## src/rtl/axi_cmd_pkg.sv

```systemverilog
// Shared definitions for the AXI-Stream command framer (tx) and its matching rx decoder.
package axi_cmd_pkg;

  localparam logic [31:0] WRITE_CMD      = 32'h5757_5757;
  localparam int          GAP_CYCLES_DEF = 24;

  typedef enum logic [2:0] {
    IDLE     = 3'd0,
    HDR_CMD  = 3'd1,
    HDR_MARK = 3'd2,
    HDR_ID   = 3'd3,
    DATA     = 3'd4,
    GAP      = 3'd5
  } cmd_state_e;

  // Frame IDs are never zero: all-ones wraps straight to 1.
  function automatic logic [31:0] next_id(input logic [31:0] id);
    return (id == 32'hFFFF_FFFF) ? 32'd1 : id + 32'd1;
  endfunction

endpackage

```

## src/rtl/axi_tx_command_gen.sv

```systemverilog
// Frames a payload stream as {cmd_word, WRITE_CMD, id, payload...} on a registered
// AXI-Stream output, then holds tvalid low for GAP_CYCLES before the next frame.
module axi_tx_command_gen
  import axi_cmd_pkg::*;
#(
  parameter int GAP_CYCLES = GAP_CYCLES_DEF,
  parameter int ID_WIDTH   = 32
) (
  input  logic                axi_tclk,
  input  logic                axi_treset,
  input  logic                enable_tx_encode,
  input  logic [31:0]         cmd_word,
  input  logic [31:0]         data_axis_tdata,
  input  logic                data_axis_tvalid,
  input  logic                data_axis_tlast,
  output logic                data_axis_tready,
  output logic [31:0]         tdata,
  output logic                tvalid,
  output logic                tlast,
  input  logic                tready,
  output logic [ID_WIDTH-1:0] cmd_id,
  output logic                cmd_err
);

  localparam int GW = (GAP_CYCLES > 1) ? $clog2(GAP_CYCLES) : 1;

  cmd_state_e          state_q;
  logic [31:0]         tdata_q;
  logic                tvalid_q;
  logic                tlast_q;
  logic [31:0]         cmd_hdr_q;
  logic [ID_WIDTH-1:0] id_cnt_q;
  logic [ID_WIDTH-1:0] cmd_id_q;
  logic                cmd_err_q;
  logic [GW-1:0]       gap_cnt_q;
  logic                can_load;

  // Output register is free when empty or being drained this cycle.
  assign can_load         = !tvalid_q || tready;
  assign data_axis_tready = (state_q == DATA) && can_load;

  assign tdata   = tdata_q;
  assign tvalid  = tvalid_q;
  assign tlast   = tlast_q;
  assign cmd_id  = cmd_id_q;
  assign cmd_err = cmd_err_q;

  always_ff @(posedge axi_tclk) begin
    if (axi_treset) begin
      state_q   <= IDLE;
      tdata_q   <= '0;
      tvalid_q  <= 1'b0;
      tlast_q   <= 1'b0;
      cmd_hdr_q <= '0;
      id_cnt_q  <= '0;
      cmd_id_q  <= '0;
      cmd_err_q <= 1'b0;
      gap_cnt_q <= '0;
    end else begin
      cmd_err_q <= 1'b0;
      case (state_q)
        IDLE: begin
          if (enable_tx_encode && data_axis_tvalid && can_load) begin
            state_q   <= HDR_CMD;
            cmd_hdr_q <= (cmd_word == WRITE_CMD) ? 32'h0 : cmd_word;
            cmd_err_q <= (cmd_word == WRITE_CMD);
            id_cnt_q  <= next_id(id_cnt_q);
            cmd_id_q  <= next_id(id_cnt_q);
          end
        end
        HDR_CMD: begin
          if (can_load) begin
            tdata_q  <= cmd_hdr_q;
            tvalid_q <= 1'b1;
            tlast_q  <= 1'b0;
            state_q  <= HDR_MARK;
          end
        end
        HDR_MARK: begin
          if (can_load) begin
            tdata_q <= WRITE_CMD;
            state_q <= HDR_ID;
          end
        end
        HDR_ID: begin
          if (can_load) begin
            tdata_q <= id_cnt_q;
            state_q <= DATA;
          end
        end
        DATA: begin
          if (can_load) begin
            tvalid_q <= data_axis_tvalid;
            tlast_q  <= 1'b0;
            if (data_axis_tvalid) begin
              tdata_q <= data_axis_tdata;
              tlast_q <= data_axis_tlast;
              if (data_axis_tlast) begin
                state_q   <= GAP;
                gap_cnt_q <= '0;
              end
            end
          end
        end
        GAP: begin
          // The gap only starts counting once the tlast word has left.
          if (tvalid_q) begin
            if (tready) begin
              tvalid_q <= 1'b0;
              tlast_q  <= 1'b0;
            end
          end else if (gap_cnt_q == GW'(GAP_CYCLES - 1)) begin
            state_q <= IDLE;
          end else begin
            gap_cnt_q <= gap_cnt_q + 1'b1;
          end
        end
        default: state_q <= IDLE;
      endcase
    end
  end

endmodule

```

## config.mk

```make
export PLATFORM = sky130hd
export DESIGN_NAME = axi_tx_command_gen
export DESIGN_NICKNAME = d
export VERILOG_FILES = /design/src/rtl/axi_cmd_pkg.sv /design/src/rtl/axi_tx_command_gen.sv
export SDC_FILE = /design/constraint.sdc
export NUM_CORES = 1
export LEC_CHECK = 0
export BUFFER_PORTS_ARGS = -buffer_cell sky130_fd_sc_hd__buf_2
export CAP_MARGIN = 25
export CELL_PAD_IN_SITES_DETAIL_PLACEMENT = 0
export CELL_PAD_IN_SITES_GLOBAL_PLACEMENT = 2
export CORE_MARGIN = 2
export CORE_UTILIZATION = 32
export CTS_CLUSTER_DIAMETER = 40
export DETAILED_ROUTE_END_ITERATION = 10
export PLACE_DENSITY_LB_ADDON = 0.1
export SKIP_LAST_GASP = 1
export SYNTH_ARGS = -nofsm -noshare
export SYNTH_HDL_FRONTEND = slang
export SYNTH_SLANG_ARGS = --single-unit
```

## constraint.sdc

```tcl
create_clock -name axi_tclk -period 4.7 [get_ports axi_tclk]
set_input_delay 0.47 -clock axi_tclk [delete_from_list [all_inputs] [get_ports axi_tclk]]
set_output_delay 0.47 -clock axi_tclk [all_outputs]
set_load 0.05 [all_outputs]
```

==> results of run 1 <==
worst min-delay path, delay by kind of cell:
family          cells  cell delay (ns)
compound gates      1             0.06
buf+inv             1             0.09
simple gates        1             0.07
flip-flops by register name, summed over array words and instances, names as in the netlist:
register	flops
cmd_id	32
cmd_hdr_q	32
tlast	1
gap_cnt_q	5
tdata	32
tvalid	1
cmd_err	1
state_q	3
worst max path at each step:
stage          slack [ns]        from         end
2_1_floorplan        2.62  cmd_id[19]  cmd_id[19]
3_3_place_gp         1.59  state_q[1]  state_q[2]
3_5_place_dp         1.46  state_q[1]  state_q[2]
4_1_cts              1.43  state_q[1]  state_q[2]
5_1_grt              1.37  state_q[1]  state_q[2]
6_report             1.63  state_q[1]  state_q[2]
metal layers:
metal | vias up | GRT usage, %
met5 | - | 0
met4 | 0 | 7.03
met3 | 21 | 2.93
met2 | 147 | 32.1
met1 | 2515 | 29.7
li1 | 2646 | -
synthesized netlist by cell type (all sizes together), types with 10 or more instances:
cell    count  share of area (%)
dfxtp     107                 40
a221oi     12                2.0
nor3       13                1.4
nor2      110                7.7
buf        21                2.4
a21oi      48                4.5
o22ai      20                2.3
a211oi     20                2.8
xnor2      20                3.3
a22oi      20                2.8
mux2i      13                2.4
a31oi      14                1.6
nand2     128                9.0
nor4       10                1.4
nand3      17                1.8
clkbuf     30                2.1
report_power, final:
| part | leakage (uW) | internal, uW | switching [uW] | total (uW) |
|---|---|---|---|---|
| sequential | 0.000869 | 1020 | 93.8 | 1110 |
| clock | 0.000128 | 369 | 345 | 715 |
| combinational | 0.00165 | 359 | 832 | 1190 |
| total | 0.00265 | 1750 | 1270 | 3020 |
metrics by stage:
step                setup slack [ns]  hold WS (ns)
finish                          1.63         0.366
CTS                             1.43         0.363
global placement                1.59         0.462
global route                    1.37         0.370
detailed placement              1.46         0.467
floorplan                       2.62         0.449
layout make-up:
| class | count | share of cell area (%) |
|---|---|---|
| multi-input cells | 523 | 46.0 |
| inverters | 9 | 0.523 |
| well taps | 220 | 4.26 |
| clock buffers | 12 | 3.81 |
| repair buffers | 145 | 12.0 |
| clock inverters | 2 | 0.213 |
| flip-flops and latches | 107 | 33.2 |
cells by family (layout without fill, tap and decap cells):
family          after synthesis  in the layout  share of synthesized area (%)
xor+xnor                     29             29                           4.72
compound gates              149            149                           18.4
mux                          13             13                           2.42
fa+ha+maj                     2              2                          0.465
simple gates                330            330                           29.1
buf+inv                      60            168                           5.09
flops                       107            107                           39.8
==> flow_summary.yaml, run 1 <==
clock_tree:
  cts.hold.buffers_added: 0
  cts_setup_buffers: 0
  cts.htree.levels: 3
  insertion_delay_ns: 0.36
  cts_tree: "yes"
  cts_buffer_depth: 2
  cts-resized-gates: 0
  path_clk_slew_ns: 0.07
  cts.sinks: 107
  numCtsBuffers: 9
  cts-root-buf: "clkbuf_16"
critical_path:
  crit_cells: 6
  r2r_slack_ns: 1.63
  critPathMaxStageDelay_ns: 0.79
  worstPathCellList: "buf_16 -> nor2_2 -> nand3_2 -> o21ai_1 -> nand3_1 -> a32o_1"
  cp_max_fo: 36
  r2r-end: "state_q[2]"
  r2r_cells: 6
  critPathCaptureType: "flip-flop"
  cpMaxStageDelayCell: "nand3_2"
  reg2reg_from: "state_q[1]"
  arrival_ns: 3.32
  start_kind: "flip-flop"
  criticalPathCategory: "reg2reg"
  crit_buf_inv: 1
  worstPathRequired_ns: 4.95
  cp_top_family: "simple AND/OR/NAND/NOR gates"
floorplan:
  die-area_um2: 17900
  die_w_um: 134
  fp.coreArea_um2: 16500
  rows: 47
  ioPinCount: 138
  die_h_um: 134
  start_util_pct: 32.6
detailed_routing:
  antenna_left: 0
  via_count: 5329
  drc: 0
  dr_wl_met3_um: 772
  dr.first_iter.drc_count: 300
  wl_met2_mm: 8.24
  via_per_inst: 5.23
  wl_per_cell_um: 18.3
  routed_wl_mm: 18.6
  highest_layer: "met4"
  wl_met1_mm: 9.21
  first_pass_iters: 5
placed_design:
  portBuffers: 137
  post-dp-hpwl_mm: 13.6
  gp_congestion: 0.858
  postPlaceCellArea_um2: 6160
  placed_cells: 1002
timing:
  hold_viol: 0
  worst_slew_pin_slew_ns: 0.787
  setup_violations: 0
  setup_tns_ns: 0
  period_minus_slack_ns: 3.07
  drv_slew: 0
  fin_crit_sh_pct: 65.3
  clock_skew_ns: 0.0112
  max_freq_mhz: 326
  slew-limit-headroom_pct: 47.5
  rsz0062_at_grt: "no"
synth:
  ys_seq_area_share_pct: 39.8
  ys_ff_latch: 107
  syn_avg_cell_area_um2: 7.80
  syn_inst: 690
  synthesis.nets: 762
  synth-edff-count: 0
  async_flop_share_pct: 0
  syn_area_um2: 5380
  synth_top_flop_cell: "dfxtp_1"
  yosysWarnings: 0
  yosysUniqueCellTypes: 56
worst_hold_path:
  min_delay_worst_endpoint: "cmd_hdr_q[2]"
  min_from: "cmd_word[2]"
  hold_path_depth: 3
  hold_path_class: "in2reg"
cells_and_area:
  fill_cells: 1730
  synthToLayoutAreaGrowth_pct: 20.2
  fin_util_pct: 39.1
  final_area_um2: 6460
  fin_nets: 867
  layout.cells.non_filler: 1018
  multi_input_area_um2: 2970
  ff_latch_area_um2: 2140
  layout.cells.most_common: "buf_2"
  mostFrequentLayoutCells: "buf_2, nand2_1, nor2_1"
  layout-drive-gt1-share_pct: 21.8
  num_antenna_cells: 0
grt:
  grt_start_max_net_pins: 79
  grt_usage_pct: 20.8
  grt_pass1_vias: 4953
  grt.overflow.total: 0
  grt_first_pass_wirelength_mm: 28.8
  antenna_found_initial: 0
power:
  power_density_nw_per_um2: 467
  p_total_uw: 3020
  ir_drop_uv: 205
  leakage_uw: 0.00265
outcome:
  outcome: "completed"
flow_run:
  cap_violations: 0
Power figures use the tool's default switching activity.
==> run 2, diff against run 1 <==
Settings changed: CORE_UTILIZATION 32 to 27.
Clock period 4.7 ns to 2.5 ns, I/O delays scaled along.
==> run 2 against run 1 <==
Fmax is 43% higher. Worst setup slack worse by 1.3 ns. Core utilization shrank 4.7 points. Die area increased by 18%. Clock power is 130% higher. First-iteration DRC count increased by 65%. Combinational power up 97%. Register-to-register slack worse by 1.3 ns.
==> flow_summary.yaml, run 2 (synthesis gave the netlist of run 1 again) <==
outcome:
  outcome: "completed"
clock_tree:
  numCtsBuffers: 9
  insertion_delay_ns: 0.36
  path_clk_slew_ns: 0.08
  cts.htree.levels: 3
  cts_buffer_depth: 2
  cts.sinks: 107
  cts-root-buf: "clkbuf_16"
  cts_setup_buffers: 0
  cts-resized-gates: 0
  cts_tree: "yes"
  cts.hold.buffers_added: 0
power:
  pwr-share-clk_pct: 26.8
  p_total_uw: 6040
  seq_power_share_pct: 34.4
  power_density_nw_per_um2: 898
  p_switching_uw: 2480
  power.internal_uw: 3560
  ir_drop_uv: 380
  p_sw_share_pct: 41.0
  pwr-share-comb_pct: 38.7
  leakage_uw: 0.00279
placed_design:
  portBuffers: 137
  post-dp-hpwl_mm: 15.2
  placed_cells: 1072
  gp_congestion: 0.826
grt:
  grt.overflow.total: 0
  antenna_found_initial: 0
  grt_usage_pct: 18.8
  grt_first_pass_wirelength_mm: 31.2
  grt_start_max_net_pins: 52
  grt_pass1_vias: 5192
floorplan:
  die-area_um2: 21100
  rows: 51
  fp.coreArea_um2: 19500
  die_h_um: 145
  start_util_pct: 27.5
  die_w_um: 145
  ioPinCount: 138
worst_hold_path:
  hold_path_class: "in2reg"
timing:
  setup_tns_ns: 0
  fin_crit_sh_pct: 86.1
  drv_slew: 0
  period_minus_slack_ns: 2.15
  clock_skew_ns: 0.0119
  hold_viol: 0
  worst_slew_pin_slew_ns: 0.690
  rsz0062_at_grt: "no"
  max_freq_mhz: 465
  whs_ns: 0.145
  setup_violations: 0
  slew-limit-headroom_pct: 53.6
cells_and_area:
  layout-drive-gt1-share_pct: 24.3
  ff_latch_area_um2: 2140
  fill_cells: 2154
  num_antenna_cells: 0
  multi_input_area_um2: 2970
  synthToLayoutAreaGrowth_pct: 25.1
  layout.cells.most_common: "buf_2"
  fin_util_pct: 34.5
  mostFrequentLayoutCells: "buf_2, nand2_1, nor2_1"
  fin_nets: 890
  layout.cells.non_filler: 1088
critical_path:
  cp_max_fo: 30
  criticalPathCategory: "reg2reg"
  critPathCaptureType: "flip-flop"
  worstPathRequired_ns: 2.73
  start_kind: "flip-flop"
  arrival_ns: 2.38
detailed_routing:
  antenna_left: 0
  drc: 0
  wl_per_cell_um: 18.5
  first_pass_iters: 5
  routed_wl_mm: 20.1
  dr.first_iter.drc_count: 495
  via_count: 5384
  via_per_inst: 4.95
flow_run:
  cap_violations: 0
-- run 2: cell types whose count changed in the layout (fill, tap and decap cells not counted), sizes merged --
cell,change
clkinvlp,+1
buf,+23
clkinv,-1
bufinv,+2
-- run 2: cell type report --
type                       instances  share of cell area [%]
timing repair buffer             168                    13.6
sequential                       107                    31.9
inverter                           9                   0.502
clock buffer                      12                    3.81
clock inverter                     4                    1.08
tap                              265                    4.93
multi-input combinational        523                    44.2
-- run 2: worst max-delay path, stage by stage, from the launching register on --
cell and delay [ns]:
dfxtp_1 0.51, nand2_2 0.11, or4_4 0.58, nor3_4 0.27, a31o_4 0.45, nor2_1 0.10
-- run 2: stage by stage --
step / cell area [um2] / setup slack, ns
global route: 6730 / 0.219
finish: 6730 / 0.348
detailed placement: 6400 / 0.174
CTS: 6730 / 0.324
floorplan: 5380 / 0.419
global placement: 6400 / 0.144
-- run 2: per-layer routing --
metal | GRT usage, % | wire (um)
met5 | 0 | 0
met4 | 4.17 | 161
met2 | 29.8 | 9000
met3 | 3.08 | 917
met1 | 26.7 | 10000
-- run 2: worst paths after layout --
kind	from	endpoint	slack, ns	cells after the start
setup / recovery	cmd_id[20]	cmd_id[7]	0.35	5
setup reg to reg	cmd_id[20]	cmd_id[7]	0.35	5
hold / removal	cmd_word[21]	cmd_hdr_q[21]	0.15	3
hold reg to reg	gap_cnt_q[1]	gap_cnt_q[1]	0.48	2
-- run 2: power by group through the flow --
stage / registers (uW) / logic [uW] / clock network (uW)
final: 2080 / 2340 / 1620
after global placement: 2120 / 2360 / 0
after global routing: 2110 / 2570 / 1710
after detailed placement: 2120 / 2360 / 0
after CTS: 2080 / 2370 / 1650
after floorplan: 2540 / 1280 / 0
